<file path="config.mk">
export PLATFORM = sky130hd
export DESIGN_NAME = copro_mailbox
export DESIGN_NICKNAME = d
export VERILOG_FILES = /design/src/rtl/copro_pkg.sv /design/src/rtl/mailbox_fifo.sv /design/src/rtl/copro_mailbox.sv
export SDC_FILE = /design/constraint.sdc
export NUM_CORES = 1
export LEC_CHECK = 0
export CORE_MARGIN = 1
export CORE_UTILIZATION = 59
export CTS_CLUSTER_DIAMETER = 60
export DETAILED_ROUTE_END_ITERATION = 8
export PLACE_DENSITY = 0.8
export SETUP_SLACK_MARGIN = 0.2
export SLEW_MARGIN = 20
export SYNTH_ARGS = -nofsm -noshare
export SYNTH_HDL_FRONTEND = slang
export SYNTH_SLANG_ARGS = --single-unit
</file>
<file path="constraint.sdc">
create_clock -name clock -period 3.05 [get_ports clock]
set_input_delay 0.4575 -clock clock [delete_from_list [all_inputs] [get_ports clock]]
set_output_delay 0.4575 -clock clock [all_outputs]
set_load 0.01 [all_outputs]
</file>
<file path="src/rtl/copro_pkg.sv">
`default_nettype none
// ============================================================================
//  Module      : copro_pkg
//  Description : Register offsets and bit positions for the coprocessor
//                mailbox, shared by the host and copro decode logic.
//  Revision    : 1.0 - initial release
// ============================================================================
package copro_pkg;

    localparam int MAX_CHANNELS = 4;

    // Host-side register offsets
    localparam logic [2:0] c_host_config = 3'd0;
    localparam logic [2:0] c_host_status = 3'd1;

    // Copro-side register offsets
    localparam logic [2:0] c_cop_status  = 3'd0;
    localparam logic [2:0] c_cop_irqctl  = 3'd1;

    // DATA c lives at c_off_data0 + c on both sides
    localparam logic [2:0] c_off_data0   = 3'd2;

    // CONFIG bit positions
    localparam int c_cfg_reset_n = 7;
    localparam int c_cfg_halt_n  = 6;
    localparam int c_cfg_irq_en  = 5;
    localparam int c_cfg_flush   = 1;
    localparam int c_cfg_led     = 0;

    // IRQCTL bit position
    localparam int c_irqctl_en   = 0;

endpackage
`default_nettype wire

</file>
<file path="src/rtl/mailbox_fifo.sv">
`default_nettype none
// ============================================================================
//  Module      : mailbox_fifo
//  Description : Synchronous byte FIFO with push, pop and flush. A push to a
//                full FIFO is accepted only when a pop frees a slot that cycle.
//  Revision    : 1.0 - initial release
// ============================================================================
module mailbox_fifo #(
    parameter int DEPTH  = 4,
    parameter int DATA_W = 8
) (
    input  logic                     clk,
    input  logic                     rst,
    input  logic                     i_push,
    input  logic                     i_pop,
    input  logic                     i_flush,
    input  logic [DATA_W-1:0]        i_wdata,
    output logic [DATA_W-1:0]        o_head,
    output logic                     o_full,
    output logic                     o_empty,
    output logic [$clog2(DEPTH):0]   o_count
);

    localparam int c_aw = $clog2(DEPTH);

    logic [DATA_W-1:0] r_mem [DEPTH];
    logic [c_aw-1:0]   r_wr_ptr;
    logic [c_aw-1:0]   r_rd_ptr;
    logic [c_aw:0]     r_count;
    logic              w_push_ok;
    logic              w_pop_ok;

    assign o_full    = (r_count == (c_aw+1)'(DEPTH));
    assign o_empty   = (r_count == '0);
    assign o_count   = r_count;
    assign o_head    = r_mem[r_rd_ptr];
    assign w_pop_ok  = i_pop & ~o_empty;
    assign w_push_ok = i_push & (~o_full | i_pop);

    always_ff @(posedge clk) begin
        if (rst || i_flush) begin
            r_wr_ptr <= '0;
            r_rd_ptr <= '0;
            r_count  <= '0;
        end else begin
            if (w_push_ok) r_wr_ptr <= r_wr_ptr + 1'b1;
            if (w_pop_ok)  r_rd_ptr <= r_rd_ptr + 1'b1;
            r_count <= r_count + {{c_aw{1'b0}}, w_push_ok} - {{c_aw{1'b0}}, w_pop_ok};
        end
    end

    // Storage needs no reset: the head is never observed while empty.
    always_ff @(posedge clk) begin
        if (w_push_ok) r_mem[r_wr_ptr] <= i_wdata;
    end

endmodule
`default_nettype wire

</file>
<file path="src/rtl/copro_mailbox.sv">
`default_nettype none
// ============================================================================
//  Module      : copro_mailbox
//  Description : Host <-> 6809 coprocessor mailbox: control register, per
//                channel h2c/c2h FIFOs, registered read ports and interrupts.
//  Revision    : 1.0 - initial release
// ============================================================================
module copro_mailbox
    import copro_pkg::*;
#(
    parameter int CHANNELS = 2,
    parameter int DEPTH    = 4,
    parameter int DATA_W   = 8
) (
    input  logic              clock,
    input  logic              reset,
    input  logic              host_we,
    input  logic              host_re,
    input  logic [2:0]        host_addr,
    input  logic [DATA_W-1:0] host_wdata,
    output logic [DATA_W-1:0] host_rdata,
    input  logic              cop_we,
    input  logic              cop_re,
    input  logic [2:0]        cop_addr,
    input  logic [DATA_W-1:0] cop_wdata,
    output logic [DATA_W-1:0] cop_rdata,
    output logic              _reset_09,
    output logic              _halt_09,
    output logic              led,
    output logic              irq_host,
    output logic              _firq_09
);

    localparam int c_cw = $clog2(DEPTH) + 1;

    logic r_cfg_reset_n, r_cfg_halt_n, r_host_irq_en, r_led, r_cop_irq_en;
    logic r_irq_host, r_firq_n;
    logic [DATA_W-1:0] r_host_rdata, r_cop_rdata;

    logic [CHANNELS-1:0] w_h2c_full, w_h2c_empty, w_c2h_full, w_c2h_empty;
    logic [CHANNELS-1:0][c_cw-1:0]   w_h2c_count, w_c2h_count;
    logic [CHANNELS:0][DATA_W-1:0]   w_host_acc, w_cop_acc;
    logic [MAX_CHANNELS-1:0] w_h2c_ne, w_h2c_full4, w_c2h_ne, w_c2h_full4;
    logic [DATA_W-1:0] w_host_rd, w_cop_rd;
    logic w_cop_we, w_cop_re, w_host_cfg_we, w_flush;
    logic w_unused_counts;

    // The copro side is frozen while it is held in reset.
    assign w_cop_we      = cop_we & r_cfg_reset_n;
    assign w_cop_re      = cop_re & r_cfg_reset_n;
    assign w_host_cfg_we = host_we && (host_addr == c_host_config);
    assign w_flush       = w_host_cfg_we & host_wdata[c_cfg_flush];

    assign w_host_acc[0] = '0;
    assign w_cop_acc[0]  = '0;

    generate
        for (genvar g = 0; g < CHANNELS; g++) begin : g_chan
            localparam logic [2:0] c_addr = 3'(c_off_data0 + 3'(g));
            logic [DATA_W-1:0] w_h2c_head, w_c2h_head;

            mailbox_fifo #(.DEPTH(DEPTH), .DATA_W(DATA_W)) u_h2c (
                .clk     (clock),
                .rst     (reset),
                .i_push  (host_we && (host_addr == c_addr)),
                .i_pop   (w_cop_re && (cop_addr == c_addr)),
                .i_flush (w_flush),
                .i_wdata (host_wdata),
                .o_head  (w_h2c_head),
                .o_full  (w_h2c_full[g]),
                .o_empty (w_h2c_empty[g]),
                .o_count (w_h2c_count[g])
            );

            mailbox_fifo #(.DEPTH(DEPTH), .DATA_W(DATA_W)) u_c2h (
                .clk     (clock),
                .rst     (reset),
                .i_push  (w_cop_we && (cop_addr == c_addr)),
                .i_pop   (host_re && (host_addr == c_addr)),
                .i_flush (w_flush),
                .i_wdata (cop_wdata),
                .o_head  (w_c2h_head),
                .o_full  (w_c2h_full[g]),
                .o_empty (w_c2h_empty[g]),
                .o_count (w_c2h_count[g])
            );

            // OR-chain of per-channel read data; a miss or empty FIFO adds 0.
            assign w_host_acc[g+1] = w_host_acc[g] |
                (((host_addr == c_addr) && !w_c2h_empty[g]) ? w_c2h_head : '0);
            assign w_cop_acc[g+1]  = w_cop_acc[g] |
                (((cop_addr == c_addr) && !w_h2c_empty[g]) ? w_h2c_head : '0);
        end
    endgenerate

    assign w_unused_counts = ^{w_h2c_count, w_c2h_count};

    always_comb begin
        w_h2c_ne    = '0;
        w_h2c_full4 = '0;
        w_c2h_ne    = '0;
        w_c2h_full4 = '0;
        w_h2c_ne[CHANNELS-1:0]    = ~w_h2c_empty;
        w_h2c_full4[CHANNELS-1:0] = w_h2c_full;
        w_c2h_ne[CHANNELS-1:0]    = ~w_c2h_empty;
        w_c2h_full4[CHANNELS-1:0] = w_c2h_full;
    end

    always_comb begin
        w_host_rd = '0;
        case (host_addr)
            c_host_config: begin
                w_host_rd[c_cfg_reset_n] = r_cfg_reset_n;
                w_host_rd[c_cfg_halt_n]  = r_cfg_halt_n;
                w_host_rd[c_cfg_irq_en]  = r_host_irq_en;
                w_host_rd[c_cfg_led]     = r_led;
            end
            c_host_status: w_host_rd[7:0] = {w_h2c_full4, w_c2h_ne};
            default:       w_host_rd = w_host_acc[CHANNELS];
        endcase
    end

    always_comb begin
        w_cop_rd = '0;
        case (cop_addr)
            c_cop_status: w_cop_rd[7:0] = {w_c2h_full4, w_h2c_ne};
            c_cop_irqctl: w_cop_rd[c_irqctl_en] = r_cop_irq_en;
            default:      w_cop_rd = w_cop_acc[CHANNELS];
        endcase
    end

    always_ff @(posedge clock) begin
        if (reset) begin
            r_cfg_reset_n <= 1'b0;
            r_cfg_halt_n  <= 1'b0;
            r_host_irq_en <= 1'b0;
            r_led         <= 1'b0;
            r_cop_irq_en  <= 1'b0;
            r_host_rdata  <= '0;
            r_cop_rdata   <= '0;
            r_irq_host    <= 1'b0;
            r_firq_n      <= 1'b1;
        end else begin
            if (w_host_cfg_we) begin
                r_cfg_reset_n <= host_wdata[c_cfg_reset_n];
                r_cfg_halt_n  <= host_wdata[c_cfg_halt_n];
                r_host_irq_en <= host_wdata[c_cfg_irq_en];
                r_led         <= host_wdata[c_cfg_led];
            end
            if (w_cop_we && (cop_addr == c_cop_irqctl))
                r_cop_irq_en <= cop_wdata[c_irqctl_en];
            if (host_re)  r_host_rdata <= w_host_rd;
            if (w_cop_re) r_cop_rdata  <= w_cop_rd;
            r_irq_host <= r_host_irq_en & (|w_c2h_ne);
            r_firq_n   <= ~(r_cop_irq_en & (|w_h2c_ne));
        end
    end

    assign host_rdata = r_host_rdata;
    assign cop_rdata  = r_cop_rdata;
    assign _reset_09  = r_cfg_reset_n;
    assign _halt_09   = r_cfg_halt_n;
    assign led        = r_led;
    assign irq_host   = r_irq_host;
    assign _firq_09   = r_firq_n;

endmodule
`default_nettype wire

</file>
==> flow_summary.json, run 1 <==
{
  "hold_buffers": 0,
  "seqCellArea_sq_um": 5020,
  "drt-initial-drc-count": 410,
  "clkSinkCount": 187,
  "postCtsSetupBuffers": 0,
  "start_kind": "register",
  "cts_tree": "built",
  "grt_usage_pct": 25.8,
  "worstSetupPathType": "reg -> reg",
  "synth_top_area_share_pct": 50.1,
  "setup_viol": 0,
  "design_area_sq_um": 8970,
  "cts_resized": 0,
  "syn-instance-count": 504,
  "hold_viol": 0,
  "hold_path.class": "reg -> reg",
  "placed_area_sq_um": 8420,
  "cp_cell_sequence": "or3_1 > and3_1 > ha_1 > inv_1 > ha_1 > inv_1 > fa_1 > xor2_1 > xnor2_1 > nor2_1",
  "antenna_found_initial": 0,
  "drv_cap": 0,
  "dr_total_vias": 4565,
  "ys_ff_latch": 187,
  "yosysTopAreaCell": "edfxtp_1",
  "leakagePower_nw": 3.08,
  "first_global_vias": 4747,
  "gp_congestion": 0.785,
  "dp_cells": 723,
  "setup_ws_ps": 500,
  "syn_avg_cell_area_sq_um": 15.2,
  "period_minus_slack_ps": 2550,
  "worst_pin_slew_ps": 648,
  "area_growth_pct": 16.9,
  "synth_edf_count": 128,
  "dieArea_sq_um": 13500,
  "synth_warnings": 0,
  "overflow": 0,
  "holdWs_ps": 435,
  "row_count": 41,
  "clock_latency_ps": 430,
  "synthesis.nets": 560,
  "required_ps": 3370,
  "cts.clk_slew.worst_paths_ps": 60,
  "post_drt_via_cell_ratio": 6.05,
  "synth-main-ff-cell": "edfxtp_1",
  "multi_input_area_sq_um": 2450,
  "cp-end-kind": "register",
  "wl_per_cell_microns": 21.3,
  "skew_ps": 5.77,
  "layout-drive-gt1-share_pct": 16.3,
  "die_width_microns": 116,
  "cts_max_path_buffers": 2,
  "fin_cells": 755,
  "synth_area_leaders": "edfxtp_1 (50%), dfxtp_1 (15%), mux4_2 (9.1%)",
  "grt_pass1_wl_microns": 24600,
  "ys_seq_area_share_pct": 65.5,
  "synth_area_sq_um": 7670,
  "htreeDepth": 4,
  "cts.root.buffer_cell": "clkbuf_16",
  "fp.dieH_microns": 116,
  "first_pass_iters": 6,
  "path_max_fanout": 6,
  "numCtsBuffers": 17,
  "grt_setup_unrepaired": "false",
  "nets": 626,
  "status": "finished clean",
  "place_ws_ps": 87.4,
  "period_share_pct": 83.6,
  "finalSetupTns_ps": 0,
  "yosysUniqueCellTypes": 58,
  "grt_max_degree": 17,
  "utilization_pct": 70.8,
  "hpwl_microns": 11100,
  "drv_slew": 0,
  "io_buffers": 48,
  "final.fill_count": 821,
  "fmax_mhz": 392,
  "worstPathArrival_ps": 2870,
  "wl_microns": 16100,
  "ioPinCount": 49,
  "crit_slowest_cell": "or3_1",
  "slew_headroom_pct": 56.7,
  "power.total_mw": 4.99,
  "irDropWorstVdd_mv": 0.398,
  "start_util_pct": 60.6,
  "core_sq_um": 12700,
  "antenna_cells": 0,
  "ant_nets": 0,
  "ys_async_sr_fraction_pct": 0,
  "power_density_nw_per_um2": 556,
  "drcViolationCount": 0,
  "cpPeakStageDelay_ps": 510
}
cell usage after synthesis (2+ instances only):
| cell | instances |
|---|---|
| a31oi_1 | 4 |
| a21oi_1 | 10 |
| a221oi_1 | 6 |
| nor3b_1 | 2 |
| nor2_1 | 51 |
| or3_1 | 2 |
| a21o_1 | 2 |
| nand4_1 | 4 |
| o21ai_0 | 6 |
| a311oi_1 | 3 |
| nand4b_1 | 2 |
| a22oi_1 | 5 |
| nand2b_1 | 3 |
| nand3_1 | 6 |
| xor2_1 | 5 |
| dfxtp_1 | 59 |
| fa_1 | 4 |
| nand3b_1 | 2 |
| a211oi_1 | 4 |
| edfxtp_1 | 128 |
| and3_1 | 10 |
| inv_1 | 24 |
| xnor2_1 | 13 |
| o21bai_1 | 2 |
| buf_2 | 4 |
| buf_1 | 2 |
| nor3_1 | 11 |
| buf_4 | 4 |
| and2_1 | 13 |
| and2_2 | 4 |
| mux2i_1 | 9 |
| a32oi_1 | 3 |
| mux4_2 | 31 |
| nand2_1 | 9 |
| clkbuf_1 | 11 |
| ha_1 | 24 |
cells in the final DEF (no fill, tap or decap), types with 4 or more instances in the layout:
master           count
a211oi_1             4
a21oi_1             10
a221oi_1             6
a22oi_1              5
a31oi_1              4
and2_1              13
and2_2               4
and3_1              10
buf_4               21
clkbuf_16           17
clkdlybuf4s50_1     48
clkinv_2             4
dfxtp_1             59
edfxtp_1           128
fa_1                 4
ha_1                24
inv_1               24
mux2i_1              9
mux4_2              31
nand2_1              9
nand3_1              6
nand4_1              4
nor2_1              51
nor3_1              11
o21ai_0              6
xnor2_1             13
xor2_1               5
where the power goes:
group | leakage, nW | switching [mW] | internal (mW)
Combinational | 1.17 | 0.102 | 0.0805
Clock | 0.278 | 0.911 | 1.16
Sequential | 1.63 | 0.00871 | 2.72
path summary, 6_finish.rpt:
path,cells past startpoint,to,from,slack [ps]
worst max-delay path,10,g_chan[0].u_c2h.o_count[2],g_chan[0].u_c2h.o_count[2],500
worst min-delay path,1,_firq_09,r_cop_irq_en,430
worst max register to register,10,g_chan[0].u_c2h.o_count[2],g_chan[0].u_c2h.o_count[2],500
worst min register to register,1,_firq_09,r_cop_irq_en,430
cells by family after synthesis:
logic type	synth area share (%)
flops	65.5
xor+xnor	2.05
simple gates	9.36
mux	10.4
fa+ha+maj	4.96
compound gates	5.10
buf+inv	2.61
worst max-delay path, delay by kind of cell, from the launching register on:
kind / cells / cell delay [ps]
and+or+nand+nor: 3 / 820
adders and majority gates: 3 / 810
DFF: 1 / 370
xor gates and xnor gates: 2 / 320
buffers and inverters: 2 / 120
routing by layer:
metal / vias to the layer above / track usage [%] / share of wire (%)
met2: 206 / 42.3 / 49
met5: - / 0 / 0
met1: 2291 / 33.0 / 41
met4: 0 / 11.7 / 2.4
li1: 2033 / - / -
met3: 35 / 5.91 / 7.6
sequential cells by signal, summed over array words and instances (netlist names), 4 cells and up, named ones only:
register	count
g_chan.u_c2h.r_mem	64
g_chan.u_h2c.r_mem	64
cop_rdata	8
host_rdata	8
g_chan.u_c2h.o_count	6
g_chan.u_h2c.o_count	6
g_chan.u_c2h.r_rd_ptr	4
g_chan.u_c2h.r_wr_ptr	4
g_chan.u_h2c.r_rd_ptr	4
g_chan.u_h2c.r_wr_ptr	4
final cells by class:
type                       instances  share of cell area (%)
sequential                       187                    56.0
multi-input combinational        271                    27.3
timing repair buffer              69                    7.11
clock buffer                      21                    5.13
tap                              172                    2.40
clock inverter                    11                    1.05
inverter                          24                    1.00
No activity file was read; power rests on OpenSTA's default activity.
==> inputs of run 2 (changes only) <==
==> constraint.sdc (replaced) <==
create_clock -name clock -period 2.5 [get_ports clock]
set_input_delay 0.375 -clock clock [delete_from_list [all_inputs] [get_ports clock]]
set_output_delay 0.375 -clock clock [all_outputs]
set_load 0.01 [all_outputs]
==> run 2 against run 1 <==
Against the previous run: cell count up 4.8%; clock power is 27% higher; sequential power is 22% higher; critical path depth did not move; non-clock buffer count up 36; clock skew up 2.7 ps; largest cell class unchanged; largest power group unchanged.
==> flow_summary.json, run 2 (synthesized netlist as in run 1, its figures left out) <==
{
  "die_width_microns": 116,
  "drv_cap": 0,
  "worstPathArrival_ps": 2610,
  "gp_congestion": 0.796,
  "htreeDepth": 4,
  "final.fill_count": 713,
  "multi_input_area_sq_um": 2550,
  "overflow": 0,
  "drv_slew": 0,
  "first_pass_iters": 5,
  "core_sq_um": 12700,
  "irDropWorstVdd_mv": 0.393,
  "fp.dieH_microns": 116,
  "cts_tree": "built",
  "seqCellArea_sq_um": 5040,
  "cp-end-kind": "register",
  "dieArea_sq_um": 13500,
  "grt_max_degree": 20,
  "layout-drive-gt1-share_pct": 24.6,
  "utilization_pct": 75.3,
  "leakagePower_nw": 3.33,
  "start_kind": "register",
  "layout_common_cells": "edfxtp_1 (128), dfxtp_1 (55), nor2_1 (51)",
  "grt_pass1_wl_microns": 25500,
  "grt_usage_pct": 26.6,
  "row_count": 41,
  "cts_max_path_buffers": 2,
  "nets": 662,
  "hpwl_microns": 11500,
  "grt_setup_unrepaired": "true",
  "wl_per_cell_microns": 21.3,
  "first_global_vias": 4821,
  "slew_headroom_pct": 58.0,
  "ant_nets": 0,
  "period_share_pct": 91.5,
  "hold_path.class": "reg -> reg",
  "fin_cells": 791,
  "antenna_cells": 0,
  "worstSetupPathType": "reg -> reg",
  "status": "finished clean",
  "numCtsBuffers": 17,
  "fmax_mhz": 437,
  "hold_viol": 0,
  "required_ps": 2820,
  "worst_pin_slew_ps": 629,
  "cts.root.buffer_cell": "clkbuf_16",
  "drcViolationCount": 0,
  "setup_viol": 0,
  "start_util_pct": 60.6,
  "layout_commonest_cell": "edfxtp_1",
  "dp_cells": 752,
  "area_growth_pct": 24.4,
  "skew_ps": 8.46,
  "period_minus_slack_ps": 2290,
  "path_max_fanout": 4,
  "top_regs": "g_chan.u_c2h.r_mem x64, g_chan.u_h2c.r_mem x64",
  "io_buffers": 48,
  "cts.clk_slew.worst_paths_ps": 70,
  "dr_total_vias": 4779,
  "clock_latency_ps": 430,
  "ioPinCount": 49,
  "clkSinkCount": 187,
  "hold_buffers": 0,
  "wl_microns": 16800,
  "post_drt_via_cell_ratio": 6.04,
  "antenna_found_initial": 0,
  "power_density_nw_per_um2": 649,
  "drt-initial-drc-count": 429
}
## run 2: critical path, stage by stage, from the launching register on
cell and delay (ps):
dfxtp_4 360, or3_4 390, and3_4 200, ha_4 220, inv_4 60, ha_4 120
inv_2 40, fa_2 400, xor2_2 190, xnor2_1 140, nor2_1 60
## run 2: layout make-up
cell class              instances  share of cell area [%]
well taps                     172                    2.25
repair buffers                105                    11.3
flip-flops and latches        187                    52.8
clock buffers                  18                    4.50
multi-input cells             271                    26.7
clock inverters                14                    1.55
inverters                      24                   0.970
## run 2: repair_timing
action,4_1_cts,5_1_grt
resized for setup,15,16
setup buffers,3,4
setup endpoints to repair,3,4
pin swaps,5,7
## run 2: power breakdown
| part | internal, mW | total [mW] | switching [mW] |
|---|---|---|---|
| sequential | 3.32 | 3.33 | 0.0114 |
| clock | 1.48 | 2.62 | 1.14 |
| combinational | 0.113 | 0.249 | 0.136 |
## run 2: routing by layer
layer | vias up | global-route usage (%) | routed length [microns]
met5 | - | 0 | 0
met4 | 0 | 11.6 | 550
met3 | 44 | 6.54 | 1180
met2 | 224 | 43.8 | 8300
met1 | 2408 | 33.6 | 6810
li1 | 2103 | - | -
## run 2: worst paths after layout
path	depth (start not counted)	endpoint	slack (ps)	start
min	1	_firq_09	480	r_cop_irq_en
min reg2reg	1	_firq_09	480	r_cop_irq_en
max reg2reg	10	g_chan[0].u_c2h.o_count[2]	210	g_chan[0].u_c2h.o_count[1]
max	10	g_chan[0].u_c2h.o_count[2]	210	g_chan[0].u_c2h.o_count[1]
## run 2: per-stage QoR
stage | total power, mW | cell area [sq um] | setup WS, ps | setup TNS (ps) | hold WS (ps)
2_1_floorplan | 3.48 | 7680 | 201 | 0 | 396
3_5_place_dp | 3.63 | 8810 | -440 | -10440 | 425
6_report | 6.19 | 9550 | 213 | 0 | 480
3_3_place_gp | 3.62 | 8810 | -377 | -7320 | 415
5_1_grt | 6.35 | 9550 | 131 | 0 | 490
4_1_cts | 6.22 | 9440 | 204 | 0 | 480
